## config.mk

```make
export PLATFORM = sky130hd
export DESIGN_NAME = cw305_usb_master_flat
export DESIGN_NICKNAME = d
export VERILOG_FILES = /design/src/rtl/cw305_usb_master_if.sv /design/src/rtl/cw305_usb_master.sv /design/src/flat_wrapper.sv
export SDC_FILE = /design/constraint.sdc
export NUM_CORES = 1
export LEC_CHECK = 0
export BUFFER_PORTS_ARGS = -buffer_cell sky130_fd_sc_hd__buf_4
export CORE_MARGIN = 5
export CORE_UTILIZATION = 30
export CTS_CLUSTER_DIAMETER = 40
export DETAILED_ROUTE_END_ITERATION = 16
export PLACE_DENSITY = 0.63
export REMOVE_ABC_BUFFERS = 1
export SYNTH_ARGS = -nofsm -noshare
export SYNTH_HDL_FRONTEND = slang
export SYNTH_SLANG_ARGS = --single-unit
export TNS_END_PERCENT = 30
```

## constraint.sdc

```tcl
create_clock -name usb_clk -period 6.3 [get_ports usb_clk]
set_clock_uncertainty 0.1 [all_clocks]
set_input_delay 0.315 -clock usb_clk [delete_from_list [all_inputs] [get_ports usb_clk]]
set_output_delay 0.315 -clock usb_clk [all_outputs]
set_load 0.02 [all_outputs]
```

## src/rtl/cw305_usb_master_if.sv

```systemverilog
// ----------------------------------------------------------------------------
// cw305_usb_master_if
//
// Purpose: groups the command, response and USB bus-side signals of
// cw305_usb_master so they can be passed as one port.
//
// Handshake: a command transfers on the rising usb_clk edge where
// cmd_valid_i and cmd_ready_o are both high; the offerer keeps the cmd_*
// fields stable while cmd_valid_i is high and not yet accepted, and
// rsp_valid_o is a single-cycle completion pulse with no back-pressure.
//
// Signals:
//   cmd_valid_i / cmd_ready_o         command handshake
//   cmd_write_i, cmd_addr_i,
//   cmd_wdata_i                       command direction / address / write byte
//   rsp_valid_o, rsp_rdata_o          completion pulse and last byte read
//   usb_addr_o, usb_dout_o, usb_din_i bus address and data
//   usb_drive_o                       data output enable
//   usb_cen_o, usb_rdn_o, usb_wrn_o   active-low bus strobes
//   cmd_trig_i, usb_trigger_o         only when USB_MASTER_TRIGGER_EN is defined
//
// Modports: master = the bus-master block, slave = whoever issues commands.
// ----------------------------------------------------------------------------
interface cw305_usb_master_if #(
    parameter int pADDR_WIDTH = 21
);
    logic                   cmd_valid_i;
    logic                   cmd_ready_o;
    logic                   cmd_write_i;
    logic [pADDR_WIDTH-1:0] cmd_addr_i;
    logic [7:0]             cmd_wdata_i;

    logic                   rsp_valid_o;
    logic [7:0]             rsp_rdata_o;

    logic [pADDR_WIDTH-1:0] usb_addr_o;
    logic [7:0]             usb_dout_o;
    logic [7:0]             usb_din_i;
    logic                   usb_drive_o;
    logic                   usb_cen_o;
    logic                   usb_rdn_o;
    logic                   usb_wrn_o;

`ifdef USB_MASTER_TRIGGER_EN
    logic                   cmd_trig_i;
    logic                   usb_trigger_o;
`endif

    modport master (
        input  cmd_valid_i, cmd_write_i, cmd_addr_i, cmd_wdata_i, usb_din_i,
`ifdef USB_MASTER_TRIGGER_EN
        input  cmd_trig_i,
        output usb_trigger_o,
`endif
        output cmd_ready_o, rsp_valid_o, rsp_rdata_o, usb_addr_o, usb_dout_o,
               usb_drive_o, usb_cen_o, usb_rdn_o, usb_wrn_o
    );

    modport slave (
        output cmd_valid_i, cmd_write_i, cmd_addr_i, cmd_wdata_i, usb_din_i,
`ifdef USB_MASTER_TRIGGER_EN
        output cmd_trig_i,
        input  usb_trigger_o,
`endif
        input  cmd_ready_o, rsp_valid_o, rsp_rdata_o, usb_addr_o, usb_dout_o,
               usb_drive_o, usb_cen_o, usb_rdn_o, usb_wrn_o
    );
endinterface

```

## src/rtl/cw305_usb_master.sv

```systemverilog
// ----------------------------------------------------------------------------
// cw305_usb_master
//
// Purpose: turns single-byte read/write commands into a CW305 USB bus cycle
// with programmable setup / strobe / hold lengths:
//   accept -> SETUP (cen low, address valid, data driven on writes)
//          -> STROBE (wrn or rdn low; read data captured on its last edge)
//          -> HOLD (address and cen held) -> IDLE with a one-cycle rsp_valid.
//
// Parameters:
//   pADDR_WIDTH    bus address width
//   pSETUP_CYCLES  cycles of address before the strobe (1..255)
//   pSTROBE_CYCLES cycles the strobe is low (1..255)
//   pHOLD_CYCLES   cycles of address/cen after the strobe (1..255)
//
// Ports:
//   usb_clk    sole clock, rising edge
//   reset_i    asynchronous active-high reset
//   bus        cw305_usb_master_if master modport (command, response, bus)
//   dbg_state  current FSM state (0 IDLE, 1 SETUP, 2 STROBE, 3 HOLD)
//
// Optional feature: define USB_MASTER_TRIGGER_EN to add cmd_trig_i and
// usb_trigger_o (high during the STROBE cycles of a triggered write).
// ----------------------------------------------------------------------------
module cw305_usb_master #(
    parameter int pADDR_WIDTH    = 21,
    parameter int pSETUP_CYCLES  = 1,
    parameter int pSTROBE_CYCLES = 2,
    parameter int pHOLD_CYCLES   = 1
) (
    input  logic                usb_clk,
    input  logic                reset_i,
    cw305_usb_master_if.master  bus,
    output logic [1:0]          dbg_state
);

    typedef enum logic [1:0] {
        IDLE   = 2'd0,
        SETUP  = 2'd1,
        STROBE = 2'd2,
        HOLD   = 2'd3
    } state_t;

    // The counter is loaded with length-1 on entry; the state exits on the
    // edge where it reads zero, giving exactly "length" cycles per state.
    localparam logic [7:0] SETUP_RELOAD  = 8'(pSETUP_CYCLES - 1);
    localparam logic [7:0] STROBE_RELOAD = 8'(pSTROBE_CYCLES - 1);
    localparam logic [7:0] HOLD_RELOAD   = 8'(pHOLD_CYCLES - 1);

    state_t     state;
    logic [7:0] cnt;
    logic       is_write;
`ifdef USB_MASTER_TRIGGER_EN
    logic       trig_q;
`endif

    // Ready is combinational so that a command can be taken on the very first
    // edge after reset releases, and so it drops as soon as reset asserts.
    assign bus.cmd_ready_o = (state == IDLE) && !reset_i;
    assign dbg_state       = state;

    always_ff @(posedge usb_clk or posedge reset_i) begin
        if (reset_i) begin
            state           <= IDLE;
            cnt             <= 8'd0;
            is_write        <= 1'b0;
            bus.rsp_valid_o <= 1'b0;
            bus.rsp_rdata_o <= 8'd0;
            bus.usb_addr_o  <= {pADDR_WIDTH{1'b0}};
            bus.usb_dout_o  <= 8'd0;
            bus.usb_drive_o <= 1'b0;
            bus.usb_cen_o   <= 1'b1;
            bus.usb_rdn_o   <= 1'b1;
            bus.usb_wrn_o   <= 1'b1;
`ifdef USB_MASTER_TRIGGER_EN
            trig_q            <= 1'b0;
            bus.usb_trigger_o <= 1'b0;
`endif
        end else begin
            // rsp_valid is only ever set on the HOLD->IDLE edge, so clearing
            // it here makes it a one-cycle pulse.
            bus.rsp_valid_o <= 1'b0;

            case (state)
                IDLE: begin
                    if (bus.cmd_valid_i) begin
                        state          <= SETUP;
                        cnt            <= SETUP_RELOAD;
                        is_write       <= bus.cmd_write_i;
                        bus.usb_addr_o <= bus.cmd_addr_i;
                        bus.usb_cen_o  <= 1'b0;
                        // On reads the data bus keeps its previous byte and
                        // stays undriven.
                        if (bus.cmd_write_i) begin
                            bus.usb_dout_o  <= bus.cmd_wdata_i;
                            bus.usb_drive_o <= 1'b1;
                        end
`ifdef USB_MASTER_TRIGGER_EN
                        trig_q <= bus.cmd_trig_i;
`endif
                    end
                end

                SETUP: begin
                    if (cnt == 8'd0) begin
                        state <= STROBE;
                        cnt   <= STROBE_RELOAD;
                        if (is_write) begin
                            bus.usb_wrn_o <= 1'b0;
                        end else begin
                            bus.usb_rdn_o <= 1'b0;
                        end
`ifdef USB_MASTER_TRIGGER_EN
                        bus.usb_trigger_o <= is_write && trig_q;
`endif
                    end else begin
                        cnt <= cnt - 8'd1;
                    end
                end

                STROBE: begin
                    if (cnt == 8'd0) begin
                        state         <= HOLD;
                        cnt           <= HOLD_RELOAD;
                        bus.usb_wrn_o <= 1'b1;
                        bus.usb_rdn_o <= 1'b1;
                        // Read data is sampled on the edge that ends the strobe.
                        if (!is_write) begin
                            bus.rsp_rdata_o <= bus.usb_din_i;
                        end
`ifdef USB_MASTER_TRIGGER_EN
                        bus.usb_trigger_o <= 1'b0;
`endif
                    end else begin
                        cnt <= cnt - 8'd1;
                    end
                end

                HOLD: begin
                    if (cnt == 8'd0) begin
                        state           <= IDLE;
                        bus.usb_cen_o   <= 1'b1;
                        bus.usb_drive_o <= 1'b0;
                        bus.rsp_valid_o <= 1'b1;
                    end else begin
                        cnt <= cnt - 8'd1;
                    end
                end

                default: begin
                    state <= IDLE;
                end
            endcase
        end
    end

endmodule

```

## src/flat_wrapper.sv

```systemverilog
// flat-port wrapper written by rule: the top's interface ports become plain ports
module cw305_usb_master_flat 
#(
    parameter int pADDR_WIDTH    = 21,
    parameter int pSETUP_CYCLES  = 1,
    parameter int pSTROBE_CYCLES = 2,
    parameter int pHOLD_CYCLES   = 1
)
  (usb_clk, reset_i, dbg_state, bus_cmd_valid_i, bus_cmd_write_i, bus_cmd_addr_i, bus_cmd_wdata_i, bus_usb_din_i, bus_cmd_ready_o, bus_rsp_valid_o, bus_rsp_rdata_o, bus_usb_addr_o, bus_usb_dout_o, bus_usb_drive_o, bus_usb_cen_o, bus_usb_rdn_o, bus_usb_wrn_o);
  cw305_usb_master_if #(.pADDR_WIDTH(pADDR_WIDTH)) bus_i ();
  input  logic usb_clk;
  input  logic reset_i;
  output logic [1:0] dbg_state;
  input wire logic [$bits(bus_i.cmd_valid_i)-1:0] bus_cmd_valid_i;
  input wire logic [$bits(bus_i.cmd_write_i)-1:0] bus_cmd_write_i;
  input wire logic [$bits(bus_i.cmd_addr_i)-1:0] bus_cmd_addr_i;
  input wire logic [$bits(bus_i.cmd_wdata_i)-1:0] bus_cmd_wdata_i;
  input wire logic [$bits(bus_i.usb_din_i)-1:0] bus_usb_din_i;
  output wire logic [$bits(bus_i.cmd_ready_o)-1:0] bus_cmd_ready_o;
  output wire logic [$bits(bus_i.rsp_valid_o)-1:0] bus_rsp_valid_o;
  output wire logic [$bits(bus_i.rsp_rdata_o)-1:0] bus_rsp_rdata_o;
  output wire logic [$bits(bus_i.usb_addr_o)-1:0] bus_usb_addr_o;
  output wire logic [$bits(bus_i.usb_dout_o)-1:0] bus_usb_dout_o;
  output wire logic [$bits(bus_i.usb_drive_o)-1:0] bus_usb_drive_o;
  output wire logic [$bits(bus_i.usb_cen_o)-1:0] bus_usb_cen_o;
  output wire logic [$bits(bus_i.usb_rdn_o)-1:0] bus_usb_rdn_o;
  output wire logic [$bits(bus_i.usb_wrn_o)-1:0] bus_usb_wrn_o;
  assign bus_i.cmd_valid_i = bus_cmd_valid_i;
  assign bus_i.cmd_write_i = bus_cmd_write_i;
  assign bus_i.cmd_addr_i = bus_cmd_addr_i;
  assign bus_i.cmd_wdata_i = bus_cmd_wdata_i;
  assign bus_i.usb_din_i = bus_usb_din_i;
  assign bus_cmd_ready_o = bus_i.cmd_ready_o;
  assign bus_rsp_valid_o = bus_i.rsp_valid_o;
  assign bus_rsp_rdata_o = bus_i.rsp_rdata_o;
  assign bus_usb_addr_o = bus_i.usb_addr_o;
  assign bus_usb_dout_o = bus_i.usb_dout_o;
  assign bus_usb_drive_o = bus_i.usb_drive_o;
  assign bus_usb_cen_o = bus_i.usb_cen_o;
  assign bus_usb_rdn_o = bus_i.usb_rdn_o;
  assign bus_usb_wrn_o = bus_i.usb_wrn_o;
  cw305_usb_master #(.pADDR_WIDTH(pADDR_WIDTH), .pSETUP_CYCLES(pSETUP_CYCLES), .pSTROBE_CYCLES(pSTROBE_CYCLES), .pHOLD_CYCLES(pHOLD_CYCLES)) u_core (.usb_clk(usb_clk), .reset_i(reset_i), .bus(bus_i), .dbg_state(dbg_state));
endmodule
```

Word level (Yosys, flattened, before mapping)
Cells that the tools add are included.

Register bits after elaboration: 53. Input bits: 41. Word-level logic and storage cells: 64. Output and inout port bits: 45.

Muxes and demuxes: 25. Equal/unequal tests: 11. Add/subtract/negate cells: 1. Bitwise operators: 1. Reduce and logical (&&, ||, !) cells: 15.

Operators with widths (count): 8-bit two-way mux (4); 8-bit case mux with 4 select lines (1); 4-bit AND reduction (4); 1-bit two-way mux (11); 3-bit AND reduction (3); 8-bit zero test (1); 2-bit two-way mux (4); 2-bit by 1-bit != test with 1-bit output, second input constant (4); 2-bit != test, second input constant (4); 1-bit case mux with 2 select lines (4); 2-bit case mux with 4 select lines (1); 8-bit by 1-bit subtractor with 8-bit output, second input constant (1); 2-bit == test, second input constant (2); 2-bit AND reduction (2); 2-bit nonzero test (2); 2-bit by 1-bit == test with 1-bit output, second input constant (1); 2-bit zero test (1); 1-bit logical AND (1); 1-bit zero test (1); 1-bit NOT (1).

Longest topological paths before layout
Word-level depth: 3. Depth in mapped cells: 7. Depth with buffers taken out: 6.

Worst setup path after synthesis
Ideal clock, no wire load.

Path kind: flip-flop to flip-flop. Start: reg u_core.cnt[0]. End: reg u_core.bus.rsp_rdata_o[0]. Arrival: 1.810 ns. Slack: 4.265 ns. Stages on the path, launching flop included: 8. Buffers on the path: 1. Library setup time: 0.125 ns. Data required time: 6.075 ns. Period minus slack after synthesis: 2.035 ns. Cell sequence: dfrtp_1 inv_1 ha_1 nor3b_4 nand2_2 or3_1 buf_6 mux2_4.

Longest elaborated chain between the ends: 2.

RTL lines: from (decl) (RTL line cw305_usb_master.sv:51) `logic [7:0] cnt;`; from (signal assigned) (RTL line cw305_usb_master.sv:117) `cnt <= cnt - 8'd1;`; from (signal assigned) (RTL line cw305_usb_master.sv:135) `cnt <= cnt - 8'd1;`; from (signal assigned) (RTL line cw305_usb_master.sv:146) `cnt <= cnt - 8'd1;`; 8-bit zero test (RTL line cw305_usb_master.sv:122) `if (cnt == 8'd0) begin`; 3-bit AND reduction (no line); to (signal assigned) (RTL line cw305_usb_master.sv:129) `bus.rsp_rdata_o <= bus.usb_din_i;`; to (decl) (RTL line cw305_usb_master_if.sv:55) `output cmd_ready_o, rsp_valid_o, rsp_rdata_o, usb_addr_o, usb_dout_o,`.

Every way passes these cells. A chain may end at the register's enable or synchronous reset.

Worst setup path in the final report
Start: reg u_core.cnt[0]. End: reg u_core.bus.rsp_rdata_o[3].

The elaborated chain is that of the path after synthesis.

==> out/qor.yml <==
detailed_routing:
  wl_per_cell_um: 14.0
  top_layer: "met4"
  dr.first_iter.drc_count: 43
  postRouteAntennaNets: 0
  drc_errors: 0
  met3_length_um: 359
  finalWirelength_mm: 5.11
  wl_met1_mm: 2.14
  route.met2.wl_mm: 2.57
  dr.pass1.iters: 4
  vias: 1646
  viasPerCell: 4.50
timing:
  hold_slack_ns: 0.0973
  finalHoldViolCount: 0
  slew_violations: 0
  period_share_pct: 38.5
  tns_ns: 0
  period_minus_slack_ns: 2.43
  setup-violations-final: 0
  relSlewSlack_pct: 38.1
  clock.fmax_ghz: 0.412
  rsz0062_at_grt: "no"
  tightestPinTransition_ns: 0.926
layout:
  final_nets: 309
  n_antenna_cell: 0
  register_area_mm2: 0.00133
  fillCellCount: 743
  layout-drive-gt1-share_pct: 52.7
  multiInputGateArea_um2: 901
  area_growth_pct: 37.3
  final_util_pct: 41.5
critical_path:
  slowest_stage: "or3_1"
  cpPeakStageDelay_ns: 0.58
  worstPathArrival_ns: 2.52
  cpLargestDelayFamily: "simple AND/OR/NAND/NOR gates"
  setup.worst_path.class: "flop to flop"
  required_ns: 6.39
  critPathBufInv: 1
  start_kind: "flop"
  crit_chain: "inv_1 > ha_1 > nor3b_4 > nand2_2 > or3_1 > mux2_4"
  worstSetupEndpointType: "flop"
  cp_max_fo: 9
yosys:
  yosys.area.top_type: "dfrtp_1"
  syn_area_mm2: 0.00230
  synth_area_leaders: "dfrtp_1, mux2_2, mux2_4"
  ys.flop_type: "dfrtp_1"
  synth-seq-cells: 53
  synth_top_family_by_area: "multiplexers"
  synth_edf_count: 0
  yosys-top-cells-count: "dfrtp_1, mux2_2, inv_1, nand2_1, a21oi_1"
  synthAdderAreaFrac_pct: 2.72
  synth_top_cell_area_share_pct: 54.4
  syn_area_per_cell_um2: 13.1
  ys_warn_count: 0
  synthXorXnorAreaFrac_pct: 0
  muxShareOfSynthArea_pct: 20.4
  yosysMostFrequentCell: "dfrtp_1"
  synth_compound_area_share_pct: 8.00
  synthArstFlopShare_pct: 100
  yosysSeqAreaShare_pct: 57.9
  syn_inst: 175
  yosys.area_share.simple_pct: 8.11
  ys_types: 37
clock_tree:
  clk_pin_slew_ns: 0.09
  cts_buffers: 5
  hold_buffers: 0
  clk_latency_ns: 0.30
  cts-htree-levels: 2
  post-cts-setup-buffer-count: 0
  cts_tree: "yes"
  cts.sinks: 53
  clock_path_buffers: 2
  post_cts_resized: 0
  cts_root_buffer: "clkbuf_8"
min_path:
  holdCritPathClass: "input pin to async pin"
floorplan:
  die_w_um: 97.5
  start_util_pct: 30.2
  boundaryPins: 86
  die-area_mm2: 0.00951
  rows: 32
  core_mm2: 0.00761
  die_y_um: 97.5
global_routing:
  antenna_found_initial: 0
  grt_max_degree: 54
  grt.overflow.total: 0
  grt_pass1_wl_mm: 8.53
  grt_pass1_vias: 1750
  grt_util_all_layers_pct: 11.0
placement:
  dpl.hpwl_mm: 3.71
  numPortBuffers: 85
  place.gp.congestion: 0.759
outcome:
  status: "finished clean"
pwr:
  p_leak_nw: 1.52
  p_per_area_mw_per_mm2: 559
  ir_drop_mv: 0.243
job:
  cap_violations: 0
==> layout by cell type, fill, tap and decap left out, drive strengths merged, types with 2 or more instances in the layout <==
cell | Yosys | layout
buf | 3 | 86
dfrtp | 50 | 50
mux2 | 38 | 38
inv | 11 | 11
nand2 | 11 | 11
a21oi | 9 | 9
o21ai | 8 | 8
nor2 | 6 | 6
clkbuf | 2 | 6
ha | 5 | 5
nor3 | 4 | 4
dfstp | 3 | 3
nand2b | 2 | 2
nand3 | 2 | 2
nand4 | 2 | 2
nor4 | 2 | 2
==> power by group <==
part / switching, mW / total (mW) / internal, mW
Sequential: 0.104 / 0.611 / 0.506
Clock: 0.112 / 0.231 / 0.119
Combinational: 0.480 / 0.922 / 0.442
==> worst paths after layout <==
check                                            endpoint  slack (ns)                      from  cells after the start
worst max-delay path            u_core.bus.rsp_rdata_o[3]        3.87             u_core.cnt[0]                      6
min in group usb_clk             u_core.bus.usb_dout_o[6]        0.14        bus_cmd_wdata_i[6]                      2
max in group asynchronous       u_core.bus.usb_addr_o[18]        5.56                   reset_i                      3
worst max register to register  u_core.bus.rsp_rdata_o[3]        3.87             u_core.cnt[0]                      6
worst min register to register   u_core.bus.usb_addr_o[7]        0.41  u_core.bus.usb_addr_o[7]                      1
worst min-delay path                        u_core.cnt[0]         0.1                   reset_i                      3
==> per-stage QoR <==
step | setup slack [ns] | instances | total power, mW | area (um^2)
floorplan | 4.18 | 170 | 1.19 | 2270
global placement | 3.91 | 358 | 1.53 | 3050
detailed placement | 3.89 | 358 | 1.55 | 3050
CTS | 3.88 | 366 | 1.79 | 3160
global route | 3.70 | 366 | 1.90 | 3160
finish | 3.87 | 366 | 1.76 | 3160
==> metal layers <==
layer	vias to the layer above	GRT usage [%]
met4	0	2.88
met3	5	3.95
met2	50	18.5
met1	804	13.3
li1	787	-
met5	-	0
==> worst min-delay path: stages <==
cell   delay (ns)
buf_4        0.11
inv_2        0.03
buf_4        0.53
==> flip-flops by register name (all words and copies together) (netlist names) <==
signal                  cells
u_core.bus.usb_wrn_o        1
u_core.dbg_state            2
u_core.bus.usb_rdn_o        1
u_core.cnt                  8
u_core.is_write             1
u_core.bus.usb_drive_o      1
u_core.bus.usb_addr_o      21
u_core.bus.usb_cen_o        1
u_core.bus.rsp_rdata_o      8
u_core.bus.rsp_valid_o      1
u_core.bus.usb_dout_o       8
==> logic make-up after synthesis <==
| family | count (synthesis) |
|---|---|
| fa+ha+maj | 5 |
| buf+inv | 16 |
| flops | 53 |
| simple gates | 33 |
| mux | 39 |
| compound gates | 29 |
==> cell type report <==
| cell class | instances | area share, % |
|---|---|---|
| flip-flops and latches | 53 | 42.1 |
| repair buffers | 86 | 20.5 |
| clock buffers | 6 | 2.30 |
| inverters | 11 | 1.31 |
| multi-input cells | 106 | 28.5 |
| well taps | 102 | 4.04 |
| clock inverters | 2 | 1.23 |
No activity file was read; power rests on OpenSTA's default activity.
